<file path="src/rtl/mem_arbiter.sv">
// mem_arbiter
// Two-requester arbiter and sequencer for the single-port data memory.
// The core load/store path and the DMA image loader share the memory. One
// requester is granted at a time, and each grant drives exactly one memory
// access. Read data comes back in a registered rdata with a one-cycle ack.
// The core is stalled while its access is pending.
//
// Configuration macro: MEM_ARB_ROUND_ROBIN_EN
//   defined   - contended grants alternate between core and DMA
//   undefined - core has fixed priority, with a starvation guard for DMA
//
// Ports:
//   clk, reset          clock (rising edge), asynchronous active-low reset
//   core_req/we/addr/wdata -> core request (held until core_ack)
//   core_rdata, core_ack   <- registered read data, one-cycle completion pulse
//   core_stall             <- core_req & ~core_ack
//   dma_req/we/addr/wdata  -> DMA request (held until dma_ack)
//   dma_rdata, dma_ack     <- registered read data, one-cycle completion pulse
//   mem_en/we/addr/wdata   <- memory access strobe and command (held when idle)
//   mem_rdata              -> memory read data, valid MEM_LAT cycles after mem_en
//   busy                   <- high whenever the sequencer is not idle
module mem_arbiter #(
    parameter int ADDR_W       = 16,
    parameter int DATA_W       = 32,
    parameter int MEM_LAT      = 2,
    parameter int STARVE_LIMIT = 4
) (
    input  logic              clk,
    input  logic              reset,
    input  logic              core_req,
    input  logic              core_we,
    input  logic [ADDR_W-1:0] core_addr,
    input  logic [DATA_W-1:0] core_wdata,
    output logic [DATA_W-1:0] core_rdata,
    output logic              core_ack,
    output logic              core_stall,
    input  logic              dma_req,
    input  logic              dma_we,
    input  logic [ADDR_W-1:0] dma_addr,
    input  logic [DATA_W-1:0] dma_wdata,
    output logic [DATA_W-1:0] dma_rdata,
    output logic              dma_ack,
    output logic              mem_en,
    output logic              mem_we,
    output logic [ADDR_W-1:0] mem_addr,
    output logic [DATA_W-1:0] mem_wdata,
    input  logic [DATA_W-1:0] mem_rdata,
    output logic              busy
);

    typedef enum logic [1:0] {IDLE, ISSUE, WAIT, DONE} state_t;

    state_t     state;
    logic [3:0] wait_cnt;
    logic       gnt_dma;
    logic       pick_dma;
    logic       grant;

    // A grant is made in any idle cycle where at least one requester is asking.
    assign grant = (state == IDLE) && (core_req || dma_req);

`ifdef MEM_ARB_ROUND_ROBIN_EN
    logic last_dma;

    // Under contention, the requester that was not granted last wins.
    // A lone requester always wins.
    always_comb begin
        pick_dma = dma_req && (!core_req || !last_dma);
    end

    // Remember who was granted last. It resets to DMA, so the first
    // contention goes to the core.
    always_ff @(posedge clk or negedge reset) begin
        if (!reset) begin
            last_dma <= 1'b1;
        end else if (grant) begin
            last_dma <= pick_dma;
        end
    end
`else
    logic [3:0] starve_cnt;

    // The core wins contention until DMA has been passed over STARVE_LIMIT
    // times in a row. After that, DMA gets the next grant.
    always_comb begin
        pick_dma = dma_req && (!core_req || (starve_cnt == 4'(STARVE_LIMIT)));
    end

    // Count core grants made while DMA was waiting, saturating at the limit.
    // Any DMA grant clears the count.
    always_ff @(posedge clk or negedge reset) begin
        if (!reset) begin
            starve_cnt <= 4'd0;
        end else if (grant) begin
            if (pick_dma) begin
                starve_cnt <= 4'd0;
            end else if (dma_req && (starve_cnt != 4'(STARVE_LIMIT))) begin
                starve_cnt <= starve_cnt + 4'd1;
            end
        end
    end
`endif

    // The stall is dropped in the ack cycle so the core can advance.
    assign core_stall = core_req & ~core_ack;
    assign busy       = (state != IDLE);

    // Sequencer. The mem_* registers double as the latch for the granted
    // command, so they hold their values once the strobe has dropped.
    // Requests are sampled only in IDLE. Changes on the request inputs
    // during ISSUE/WAIT therefore cannot disturb an access in flight.
    always_ff @(posedge clk or negedge reset) begin
        if (!reset) begin
            state      <= IDLE;
            wait_cnt   <= 4'd0;
            gnt_dma    <= 1'b0;
            mem_en     <= 1'b0;
            mem_we     <= 1'b0;
            mem_addr   <= '0;
            mem_wdata  <= '0;
            core_ack   <= 1'b0;
            dma_ack    <= 1'b0;
            core_rdata <= '0;
            dma_rdata  <= '0;
        end else begin
            case (state)
                IDLE: begin
                    if (grant) begin
                        gnt_dma   <= pick_dma;
                        mem_en    <= 1'b1;
                        mem_we    <= pick_dma ? dma_we    : core_we;
                        mem_addr  <= pick_dma ? dma_addr  : core_addr;
                        mem_wdata <= pick_dma ? dma_wdata : core_wdata;
                        state     <= ISSUE;
                    end
                end
                ISSUE: begin
                    mem_en   <= 1'b0;
                    wait_cnt <= 4'(MEM_LAT - 1);
                    state    <= WAIT;
                end
                WAIT: begin
                    if (wait_cnt == 4'd0) begin
                        if (!mem_we) begin
                            if (gnt_dma) begin
                                dma_rdata <= mem_rdata;
                            end else begin
                                core_rdata <= mem_rdata;
                            end
                        end
                        if (gnt_dma) begin
                            dma_ack <= 1'b1;
                        end else begin
                            core_ack <= 1'b1;
                        end
                        state <= DONE;
                    end else begin
                        wait_cnt <= wait_cnt - 4'd1;
                    end
                end
                DONE: begin
                    core_ack <= 1'b0;
                    dma_ack  <= 1'b0;
                    state    <= IDLE;
                end
                default: begin
                    state <= IDLE;
                end
            endcase
        end
    end

endmodule
</file>
<file path="config.mk">
export PLATFORM = sky130hd
export DESIGN_NAME = mem_arbiter
export DESIGN_NICKNAME = d
export VERILOG_FILES = /design/src/rtl/mem_arbiter.sv
export SDC_FILE = /design/constraint.sdc
export NUM_CORES = 1
export LEC_CHECK = 0
export CAP_MARGIN = 20
export CORE_AREA = 2 2 128 130
export DETAILED_ROUTE_END_ITERATION = 10
export DIE_AREA = 0 0 130 132
export PLACE_DENSITY = 0.77
export SYNTH_ARGS = -nofsm -noshare
export SYNTH_HDL_FRONTEND = slang
export SYNTH_SLANG_ARGS = --single-unit
</file>
<file path="constraint.sdc">
create_clock -name clk -period 2.9 [get_ports clk]
set_input_delay 0.58 -clock clk [delete_from_list [all_inputs] [get_ports clk]]
set_output_delay 0.58 -clock clk [all_outputs]
set_load 0.005 [all_outputs]
</file>
==> reports/metrics.cfg, run 1 <==
[outcome]
status=complete, no violations

[grt]
grt_pass1_vias=5160
globalRouteOverflowTotal=0
grt.total_usage_pct=20.4
antenna_found_initial=2
grt_pass1_wl_mm=27.1
grt_max_degree=55

[final_layout]
area_growth_pct=59.1
drive_gt1_share_pct=15.7
nets=880
fin_util_pct=58.4

[timing]
report.final.slew_viol_count=0
max_freq_mhz=382
hold_violations=0
min_period_over_period_pct=90.3
setup_viol=0
grt_setup_unrepaired=no
worst_slew_pin_slew_ns=0.624
fin_crit_ns=2.62
finClkSkew_ns=0.00827
fin_setup_tns_ns=0
slew-limit-headroom_pct=58.4

[critical_path]
crit_family=simple AND/OR/NAND/NOR gates
crit_path_start=wait_cnt[0]
worstSetupEndpoint=dma_rdata[16]
critPathBufInv=1
slowest_stage=or4b_4
cp_slowest_stage_delay_ns=0.83
path_cells=inv_1 > ha_1 > or3b_1 > or4b_4 > mux2_4
worstSetupPathType=flip-flop to flip-flop
required_ns=3.20
cp.depth=5
crit_fanout=32
cp-end-kind=flip-flop
regToRegStartpoint=wait_cnt[0]
start_kind=flip-flop
reg2reg_to=dma_rdata[16]
rrSetupSlack_ns=0.28
reg2reg_depth=5
arrival_ns=2.92

[power_and_ir_drop]
p_leak_nw=3.86
p_total_mw=9.77
power_density_nw_per_um2=1060
peakVddDrop_v=0.000414

[floorplan]
num_rows=46
fp.coreArea_um2=15700
start_util_pct=36.7
dieWidth_um=130
die_h_um=132
dieArea_um2=17200
ioPinCount=252

[yosys]
yosysUniqueCellTypes=39
syn_area_um2=5770
yosys-top-cells-area=dfrtp_1 (55%), mux2_4 (7.8%), mux2_2 (7.0%)
synth_top_cell_area_share_pct=55.1
synth_top_area_cell=dfrtp_1
synth-edff-count=0
synth_warnings=0
synth_nets=641
avgSynthCellArea_um2=11.6
async_flop_share_pct=100
ys.flop_type=dfrtp_1
syn-instance-count=499
ys_ff_latch=127
synth-seq-area-share_pct=55.1

[clock_network]
cts_hold_buf=0
clk_pin_slew_ns=0.06
cts_tree=built
cts_resized=0
numCtsBuffers=17
clock_path_buffers=2
clockRootBuffer=clkbuf_16
post_cts_buffers=0
clk_latency_ns=0.42
htreeDepth=4
clock-sinks=127

[detailed_routing]
dr_total_vias=4977
dr.pass1.iters=4
avgRoutedWirePerCell_um=18.1
wirelength_mm=17.5
drt_iter0_drc=232
ant_nets=0
route.detailed.drc=0
viasPerCell=5.14

[run]
drv_cap=0

[hold_path]
hp-class=input port to asynchronous set/reset pin

[placed_design]
hpwl_mm=12.5
port_buffers=251
place_congestion=0.827

-- cell families after synthesis --
family / after synthesis / share of synthesized area, %
and+or+nand+nor: 171 / 14.4
DFF: 127 / 55.1
AOI/OAI and AO/OA: 71 / 8.87
muxes: 68 / 15.2
buffers and inverters: 53 / 4.62
adders and majority gates: 8 / 1.73
xor gates and xnor gates: 1 / 0.152
-- through the flow --
stage / cell area (µm²) / instances / setup slack [ns] / hold slack, ns
4_1_cts: 9160 / 966 / 0.285 / 0.166
6_report: 9180 / 969 / 0.281 / 0.171
2_1_floorplan: 5770 / 499 / 0.584 / 0.284
3_3_place_gp: 8490 / 934 / 0.401 / 0.479
3_5_place_dp: 8490 / 934 / 0.298 / 0.485
5_1_grt: 9180 / 969 / 0.201 / 0.185
-- flip-flops by register name, summed over array words and instances (netlist names) --
| register | count |
|---|---|
| mem_we | 1 |
| gnt_dma | 1 |
| core_ack | 1 |
| mem_addr | 16 |
| core_rdata | 32 |
| wait_cnt | 4 |
| starve_cnt | 4 |
| mem_wdata | 32 |
| state | 2 |
| dma_rdata | 32 |
| dma_ack | 1 |
| mem_en | 1 |
-- final cells by class --
type	count	area (µm²)
fill	1244	6530
sequential	127	3180
timing repair buffer	262	2660
multi-input combinational	319	2360
clock buffer	18	439
tap	216	270
clock inverter	14	225
inverter	11	41.3
antenna	2	5.00
-- synth_stat cells (3+ instances only) --
| library cell | number |
|---|---|
| a21oi_1 | 3 |
| buf_12 | 3 |
| buf_2 | 3 |
| clkbuf_1 | 32 |
| dfrtp_1 | 127 |
| ha_1 | 8 |
| inv_1 | 11 |
| mux2_2 | 36 |
| mux2_4 | 30 |
| nand2_1 | 105 |
| nand4_1 | 50 |
| nor2_1 | 3 |
| o211ai_1 | 51 |
| o21ai_0 | 6 |
-- worst min-delay path by stage --
stage	cells after the start	end	start	slack, ns
5_1_grt	1	core_rdata[1]	reset	0.19
2_1_floorplan	0	core_ack	reset	0.28
4_1_cts	1	core_rdata[2]	reset	0.17
3_5_place_dp	2	mem_addr[1]	mem_addr[1]	0.48
6_report	1	dma_rdata[25]	reset	0.17
3_3_place_gp	2	mem_addr[10]	mem_addr[10]	0.48
-- routing by layer --
| metal | routed length (µm) | share of wire, % | global-route usage [%] |
|---|---|---|---|
| met3 | 1750 | 10 | 8.44 |
| met1 | 7020 | 40 | 23.7 |
| met4 | 209 | 1.2 | 7.41 |
| met5 | 0 | 0 | 0 |
| met2 | 8550 | 49 | 33.6 |
-- cells in the final DEF (no fill, tap or decap), drive strengths merged, types with 2 or more instances in the layout --
cell type and n:
ha 8, nor2 3, clkdlybuf4s50 249, o211ai 51
nand2 105, clkinv 2, a22o 2, inv 18
buf 13, nand4 50, diode 2, mux2i 2
a21oi 3, and3b 2, bufinv 5, dfrtp 127
clkbuf 18, mux2 66, o21ai 8
-- power breakdown --
part           internal [mW]  leakage, nW  switching, mW
clock                   1.57        0.327          0.854
combinational           2.52         1.98           1.63
sequential              2.64         1.55          0.563
No activity file was read; power rests on OpenSTA's default activity.
==> run 2, diff against run 1 <==
--- a/config.mk
+++ b/config.mk
@@ -10,6 +10,8 @@
 export DETAILED_ROUTE_END_ITERATION = 10
 export DIE_AREA = 0 0 130 132
 export PLACE_DENSITY = 0.77
+export REMOVE_ABC_BUFFERS = 1
+export SETUP_SLACK_MARGIN = 0.4
 export SYNTH_ARGS = -nofsm -noshare
 export SYNTH_HDL_FRONTEND = slang
 export SYNTH_SLANG_ARGS = --single-unit
==> run 2 against run 1 <==
Critical path depth is the same. Sequential share of layout area grew 0.19 points. Setup slack gained 0.26 ns. Clock power shrank 13%. Critical path type unchanged. Highest routed layer unchanged.
==> reports/metrics.cfg, run 2 (same netlist as run 1, synthesis figures left out) <==
[placed_design]
detailed_place.area_um2=8490  ; about the same
dp_slack_ns=0.318  ; +0.0201 ns
port_buffers=251  ; unchanged
hpwl_mm=12.5  ; +0.30%
place_congestion=0.763  ; -7.8%
post-place-cells=935  ; +0.11%

[final_layout]
fillers=1265  ; +1.7%
drive_gt1_share_pct=15.9  ; +0.22 points
layout_common_cells=clkdlybuf4s50_1 (249), dfrtp_1 (127), nand2_1 (105), o211ai_1 (51), nand4_1 (50)
area_growth_pct=58.2
final_common_cell=clkdlybuf4s50_1
stdcell_count=969  ; unchanged
design_area_um2=9130  ; -0.56%
antenna_cells=0  ; -2
nets=882  ; +0.23%
top_regs=core_rdata x32, dma_rdata x32, mem_wdata x32

[hold_path]
hp-class=input port to asynchronous set/reset pin

[clock_network]
clock_path_buffers=2  ; unchanged
clock-sinks=127  ; unchanged
clockRootBuffer=clkbuf_16
cts_tree=built
cts_hold_buf=0  ; unchanged
clk_pin_slew_ns=0.06  ; about the same
htreeDepth=4  ; unchanged
numCtsBuffers=17  ; unchanged
clk_latency_ns=0.41  ; about the same

[critical_path]
path_cells=inv_1 > ha_1 > or3b_4 > or4b_4 > mux2_4
slowest_stage=or4b_4
regToRegStartpoint=wait_cnt[0]
worstSetupPathType=flip-flop to flip-flop
reg2reg_to=dma_rdata[20]
crit_fanout=16  ; -50%
start_kind=flip-flop
required_ns=3.19  ; about the same
cp_slowest_stage_delay_ns=0.70  ; -0.13 ns
arrival_ns=2.66  ; -0.26 ns
cp-end-kind=flip-flop
rrSetupSlack_ns=0.54  ; +0.26 ns
reg2reg_depth=5  ; unchanged

[floorplan]
fp.coreArea_um2=15700  ; unchanged
dieWidth_um=130  ; unchanged
die_h_um=132  ; unchanged
dieArea_um2=17200  ; unchanged
num_rows=46  ; unchanged
start_util_pct=36.7  ; unchanged
ioPinCount=252  ; unchanged

[grt]
antenna_found_initial=0  ; -2
grt_pass1_wl_mm=28.4  ; +5.0%
grt_pass1_vias=5180  ; +0.39%
grt_max_degree=76  ; +38%
grt.total_usage_pct=21.4  ; +0.96 points
globalRouteOverflowTotal=0  ; unchanged

[run]
drv_cap=0  ; unchanged

[detailed_routing]
drt_iter0_drc=275  ; +19%
avgRoutedWirePerCell_um=18.6  ; +2.8%
ant_nets=0  ; unchanged
route.detailed.drc=0  ; unchanged
dr_total_vias=5072  ; +1.9%
wirelength_mm=18.0  ; +2.8%
viasPerCell=5.23  ; +1.9%
dr.pass1.iters=4  ; unchanged

[power_and_ir_drop]
seq_power_share_pct=33.5  ; +0.8 points
clockPowerShare_pct=22.1  ; -2.7 points
p_switching_mw=3.08  ; +1.3%
power.internal_mw=6.48  ; -3.8%
p_total_mw=9.56  ; -2.2%
p_comb_share_pct=44.4  ; +1.9 points
p_sw_share_pct=32.2  ; +1.1 points
peakVddDrop_v=0.000394  ; -4.8%
power_density_nw_per_um2=1050  ; -1.7%
p_leak_nw=3.83  ; -0.88%

[outcome]
status=complete, no violations

[timing]
slew-limit-headroom_pct=60.0  ; +1.6 points
fin_crit_ns=2.36  ; -0.257 ns
layout_setup_ws_ns=0.538  ; +0.257 ns
max_freq_mhz=423  ; +11%
finClkSkew_ns=0.00869  ; +0.000425 ns
setup_viol=0  ; unchanged
whs_ns=0.0350  ; -0.136 ns
grt_setup_unrepaired=no
min_period_over_period_pct=81.4  ; -8.8 points
hold_violations=0  ; unchanged
report.final.slew_viol_count=0  ; unchanged
worst_slew_pin_slew_ns=0.600  ; -0.0237 ns

==> run 2: changes by cell type in the layout (fill, tap and decap cells not counted), moves of 2 or more <==
cell	delta
clkinvlp_4	+2
diode_2	-2
clkinv_4	+4
inv_8	+2
inv_6	-6
bufinv_16	-3
==> run 2: worst max-delay path: cells and delay by family, from the launching register on <==
| kind | cells | cell delay [ns] |
|---|---|---|
| flip-flops | 1 | 0.41 |
| AND/OR/NAND/NOR | 2 | 1.18 |
| multiplexers | 1 | 0.36 |
| buffers and inverters | 1 | 0.09 |
| adder cells (fa/ha/maj) | 1 | 0.22 |
==> run 2: power groups by stage <==
stage	clock network [mW]	registers, mW	logic [mW]
after floorplan	0	3.18	1.68
after global placement	0	3.16	4.09
after detailed placement	0	3.21	4.22
after CTS	2.16	3.20	4.26
after global routing	2.25	3.31	4.62
final	2.11	3.21	4.24
==> run 2: stage by stage <==
stage | TNS, ns | utilization, %
6_report | 0 | 58.1
5_1_grt | 0 | 58.1
4_1_cts | 0 | 58.0
3_5_place_dp | 0 | 54.0
3_3_place_gp | 0 | 54.0
2_1_floorplan | -36.93 | -
==> run 2: repair_timing <==
| action | CTS | global route |
|---|---|---|
| pin swaps | 1 | 1 |
| buffers inserted | 1 | 0 |
| endpoints found under the setup margin | 32 | 65 |
| gates resized for setup | 1 | 5 |
| hold endpoints to repair | 0 | 0 |
| cloned | 1 | 0 |
==> run 2: how the worst max path moves through the flow <==
stage,slack (ns),start,cells after the start,endpoint
after CTS,0.40,wait_cnt[0],6,core_rdata[1]
after global routing,0.44,wait_cnt[0],5,dma_rdata[14]
after global placement,0.40,wait_cnt[0],5,dma_rdata[9]
after floorplan,-0.62,wait_cnt[0],5,core_rdata[0]
final,0.54,wait_cnt[0],5,dma_rdata[20]
after detailed placement,0.32,wait_cnt[0],5,dma_rdata[6]
==> run 2: metal layers <==
layer  GRT usage [%]  part of all wire [%]
met4            6.87                   1.9
met1            26.9                    42
met5               0                     0
met3            7.10                   9.4
met2            34.6                    47
==> run 2: layout make-up <==
class | count | area (µm²) | area share [%]
inverter | 11 | 41.3 | 0.452
timing repair buffer | 263 | 2670 | 29.2
multi-input combinational | 320 | 2390 | 26.2
tap | 216 | 270 | 2.96
clock inverter | 14 | 160 | 1.75
sequential | 127 | 3180 | 34.8
clock buffer | 18 | 429 | 4.70
==> run 3, diff against run 2 <==
==> constraint.sdc (replaced) <==
create_clock -name clk -period 2.4 [get_ports clk]
set_input_delay 0.48 -clock clk [delete_from_list [all_inputs] [get_ports clk]]
set_output_delay 0.48 -clock clk [all_outputs]
set_load 0.005 [all_outputs]
==> run 3 against run 2 <==
Critical path depth rose by 4. Hold slack improved by 0.098 ns. Power rose by 27%. Die area did not move. Sequential power rose by 22%. Final cell count rose by 1.8%. Sequential cell count did not move. Sequential share of layout area fell by 1.2 points. Critical endpoint is now core_rdata[9]. Largest cell class unchanged. Largest power group unchanged. Highest routed layer unchanged.
==> reports/metrics.cfg, run 3 (same netlist as run 1, synthesis figures left out) <==
[detailed_routing]
dr_total_vias=5101  ; +0.57%
dr.pass1.iters=5  ; +1
route.detailed.drc=0  ; unchanged
wirelength_mm=18.9  ; +5.2%
ant_nets=0  ; unchanged
avgRoutedWirePerCell_um=19.2  ; +3.4%
drt_iter0_drc=258  ; -6.2%
viasPerCell=5.17  ; -1.2%

[placed_design]
place_congestion=0.789  ; +3.4%
dp_slack_ns=0.0948  ; -0.223 ns
hpwl_mm=12.4  ; -0.94%
port_buffers=251  ; unchanged

[hold_path]
hp-class=input port to asynchronous set/reset pin

[floorplan]
dieArea_um2=17200  ; unchanged
ioPinCount=252  ; unchanged
die_h_um=132  ; unchanged
dieWidth_um=130  ; unchanged
start_util_pct=36.7  ; unchanged
fp.coreArea_um2=15700  ; unchanged
num_rows=46  ; unchanged

[power_and_ir_drop]
p_switching_mw=3.85  ; +25%
seq_power_share_pct=32.2  ; -1.3 points
p_leak_nw=4.00  ; +4.6%
p_sw_share_pct=31.7  ; -0.60 points
p_comb_share_pct=44.7  ; +0.3 points
p_total_mw=12.2  ; +27%
peakVddDrop_v=0.000503  ; +28%
power_density_nw_per_um2=1290  ; +23%
power.internal_mw=8.32  ; +29%
clockPowerShare_pct=23.1  ; +1.0 points

[clock_network]
clock-sinks=127  ; unchanged
clock_path_buffers=2  ; unchanged
cts_tree=built
clk_pin_slew_ns=0.06  ; about the same
clockRootBuffer=clkbuf_16
htreeDepth=4  ; unchanged
cts_hold_buf=0  ; unchanged
numCtsBuffers=17  ; unchanged
clk_latency_ns=0.41  ; about the same

[run]
drv_cap=0  ; unchanged

[timing]
hold_violations=0  ; unchanged
finClkSkew_ns=0.0126  ; +0.00387 ns
setup_viol=0  ; unchanged
report.final.slew_viol_count=0  ; unchanged
layout_setup_ws_ns=0.231  ; -0.307 ns
whs_ns=0.133  ; +0.0978 ns
max_freq_mhz=461  ; +8.9%
fin_crit_ns=2.17  ; -0.193 ns
slew-limit-headroom_pct=52.9  ; -7.0 points
grt_setup_unrepaired=yes
worst_slew_pin_slew_ns=0.706  ; +0.105 ns
min_period_over_period_pct=90.4  ; +8.9 points

[critical_path]
worstSetupPathType=flip-flop to flip-flop
cp-end-kind=flip-flop
crit_fanout=8  ; -8
arrival_ns=2.46  ; -0.20 ns
start_kind=flip-flop
required_ns=2.69  ; -0.50 ns

[grt]
globalRouteOverflowTotal=0  ; unchanged
grt_pass1_vias=5328  ; +2.9%
antenna_found_initial=1  ; +1
grt_max_degree=128  ; +68%
grt_pass1_wl_mm=29.6  ; +3.9%
grt.total_usage_pct=22.1  ; +0.75 points

[final_layout]
layout_common_cells=clkdlybuf4s50_1 (248), dfrtp_1 (127), nand2_1 (105), o211ai_1 (51), nand4_1 (50)
area_growth_pct=63.9
nets=898  ; +1.8%
final_common_cell=clkdlybuf4s50_1
drive_gt1_share_pct=18.6  ; +2.7 points
top_regs=core_rdata x32, dma_rdata x32, mem_wdata x32

[outcome]
status=complete, no violations

run 3: through the flow:
stage	TNS (ns)	util, %	cell area (µm²)	cells
after floorplan	-78.32	-	5550	457
after global placement	0	54.3	8540	938
after detailed placement	0	54.3	8540	938
after CTS	0	60.1	9440	983
after global routing	0	60.2	9460	986
final	0	60.2	9460	986
run 3: cell type report:
class / instances / area, µm²
fillers: 1212 / 6250
flip-flops and latches: 127 / 3180
repair buffers: 280 / 2870
multi-input cells: 319 / 2450
clock buffers: 19 / 443
well taps: 216 / 270
clock inverters: 13 / 200
inverters: 11 / 41.3
diodes: 1 / 2.50
run 3: critical path: stages, from the launching register on:
cell and delay (ns):
dfrtp_1 0.39, inv_2 0.08, ha_4 0.13, or3b_4 0.38, buf_6 0.13, nor4b_4 0.22, buf_4 0.18, buf_6 0.11
buf_12 0.14, mux2_4 0.31
run 3: what timing repair did:
| item | 4_1_cts | 5_1_grt |
|---|---|---|
| setup buffers | 10 | 2 |
| resized for setup | 29 | 4 |
| pin swaps | 3 | 2 |
| cloned | 3 | 0 |
| setup endpoints to repair | 65 | 72 |
| endpoints found under the hold margin | 0 | 0 |
run 3: final timing paths:
| check | to | slack, ns | cells past startpoint | from |
|---|---|---|---|---|
| min in group clk | mem_addr[14] | 0.50 | 2 | mem_addr[14] |
| min reg2reg | mem_addr[14] | 0.50 | 2 | mem_addr[14] |
| max | core_rdata[9] | 0.23 | 9 | wait_cnt[0] |
| min | mem_addr[0] | 0.13 | 2 | reset |
| max in group asynchronous | mem_wdata[10] | 1.69 | 2 | reset |
| max reg2reg | core_rdata[9] | 0.23 | 9 | wait_cnt[0] |
run 3: routing by layer:
layer | track usage (%) | up-vias | share of wire [%]
met5 | 0 | - | 0
met2 | 36.4 | 259 | 48
met1 | 26.7 | 2499 | 40
met4 | 9.08 | 0 | 2.6
li1 | - | 2312 | -
met3 | 6.98 | 31 | 9.1
run 3: power groups by stage:
| stage | logic (mW) | registers, mW | clock network [mW] |
|---|---|---|---|
| 5_1_grt | 5.90 | 4.02 | 2.96 |
| 4_1_cts | 5.47 | 3.89 | 2.85 |
| 6_report | 5.45 | 3.92 | 2.81 |
| 3_3_place_gp | 4.95 | 3.83 | 0 |
| 3_5_place_dp | 5.11 | 3.89 | 0 |
| 2_1_floorplan | 2.03 | 3.84 | 0 |
==> RTL change (config.mk and constraints of run 3) <==
Encoding of `state_t`: now one-hot (4 bits for 4 states).
--- a/src/rtl/mem_arbiter.sv
+++ b/src/rtl/mem_arbiter.sv
@@ -48,7 +48,7 @@
     output logic              busy
 );
 
-    typedef enum logic [1:0] {IDLE, ISSUE, WAIT, DONE} state_t;
+    typedef enum logic [3:0] {IDLE = 4'b0001, ISSUE = 4'b0010, WAIT = 4'b0100, DONE = 4'b1000} state_t;
 
     state_t     state;
     logic [3:0] wait_cnt;
Behaviour: same outputs for any inputs over 4 cycles, from zero or initial values and one cycle with reset low; so few cycles prove little.
==> RTL change against run 3 <==
  * Global-route usage is 0.49 points lower
  * Non-clock buffer count is 3 lower
  * Final area is 1.4% higher
  * Hold slack worse by 110 ps
  * Die area stayed put
  * Total power is 8.8% lower
  * Combinational power is 18% lower
  * Setup slack better by 260 ps
  * Wire length is 1.4% lower
  * Sequential share of layout area is 0.088 points higher
  * Sequential power is 5% lower
  * Synthesized cell count is 0.80% higher
  * Sequential cell count is 2 higher
  * Synthesized area is 5.0% higher
==> RTL change: results (changes against run 3) <==
| Metric | Value |
|---|---|
| Outcome | finished clean (unchanged) |
| Vias in the first global route | 5,531 (was 5,328) |
| Commonest cells in the netlist | dfrtp_1 (128), mux2_4 (60), a31oi_1 (51), nand3_1 (51) (was dfrtp_1 (127), nand2_1 (105), o211ai_1 (51)) |
| Slowest CP cell | clkdlybuf4s50_1 (was dfrtp_1) |
| Combinational share of power | 40.4% (was 44.7%) |
| Initial drt markers | 408 (was 258) |
| Length of the first detailed-routing pass in iterations | 4 (was 5) |
| Crit path DAT | 1430 ps (was 2460 ps) |
| Critical path fanouts, max | 3 (was 8) |
| Largest net degree at the start of global routing | 66 (was 128) |
| Post-DR wirelength/cell | 19.1 um (was 19.2 um) |
| GP Congestion | 0.803 (was 0.789) |
| CP peak stage delay | 510 ps (was 390 ps) |
| Diodes inserted | 0 (was 1) |
| First-pass GRT wire length | 29,100 um (was 29,600 um) |
| Worst-Skew Late Latency | 410 ps (about the same) |
| GR Util All Layers | 21.6% (was 22.1%) |
| Pint | 0.00778 W (was 0.00832 W) |
| Seq/Total Area, Yosys | 53.3% (was 55.1%) |
| Compound-Gate Fraction of Synth Area | 16.8% (was 8.87%) |
| Share of cells above drive strength 1 | 18.9% (was 18.6%) |
| Overall power | 0.0111 W (was 0.0122 W) |
| HPWL after DPL | 12,600 um (was 12,400 um) |
| Top cells by area, synth | dfrtp_1 (53%), mux2_4 (15%), o211ai_1 (6.2%) (was dfrtp_1 (55%), mux2_4 (7.8%), mux2_2 (7.0%)) |
| Static Leakage | 4.09 nW (was 4.00 nW) |
| Worst-margin pin slew | 682 ps (was 706 ps) |
| Initial antenna violation count | 0 (was 1) |
| Final nets | 886 (was 898) |
| Fillers | 1,208 (was 1,212) |
| Distinct cells, synth | 43 (was 39) |
| Layout Skew | 10.2 ps (was 12.6 ps) |
| Mux contribution to synthesized area | 16.3% (was 15.2%) |
| XOR/XNOR Fraction of Synth Area | 0% (was 0.152%) |
## RTL change: cell count changes in the layout (fill, tap and decap cells not counted), moves of 14 or more
cell / before / now
a21oi_1: 3 / 50
nand3_1: 1 / 51
mux2_2: 20 / 4
nand2_1: 105 / 1
a31oi_1: 0 / 51
mux2_4: 46 / 60
nand4_1: 50 / 0
## RTL change: layout make-up
type	instances	area share, %
inverter	9	0.365
clock inverter	12	2.12
clock buffer	20	4.86
tap	216	2.82
sequential	129	33.7
multi-input combinational	314	27.0
timing repair buffer	277	29.2
## RTL change: path summary, 6_finish.rpt
kind / start / end / slack, ps / cells past startpoint
worst min-delay path: reset / core_rdata[31] / 20 / 1
max in group asynchronous: reset / starve_cnt[0] / 1650 / 2
min in group clk: dma_req / mem_wdata[30] / 490 / 3
worst min register to register: mem_en / mem_en / 500 / 1
worst max-delay path: core_ack / core_stall / 490 / 2
worst max register to register: wait_cnt[0] / core_rdata[26] / 490 / 7
## RTL change: what timing repair did
item / CTS / global route
buffers inserted: 7 / 0
setup endpoints to repair: 24 / 74
gates resized for setup: 6 / 7
gates cloned: 0 / 1
endpoints found under the hold margin: 0 / 0
pin swaps: 1 / 0
## RTL change: metrics by stage
stage          util, %  hold WS (ps)  area [um2]  cells
2_1_floorplan        -           184        5820    452
3_3_place_gp      56.2           458        8830    937
3_5_place_dp      56.2           466        8830    937
4_1_cts           60.9          15.6        9570    976
5_1_grt           61.1          46.4        9600    977
6_report          61.1          24.4        9600    977
## RTL change: metal layers
layer  vias up  wire length [um]  global-route usage [%]
li1       2391                 -                       -
met4         0               471                    9.08
met2       355              8810                    35.1
met1      2626              7550                    26.3
met5         -                 0                       0
met3        44              1860                    7.02
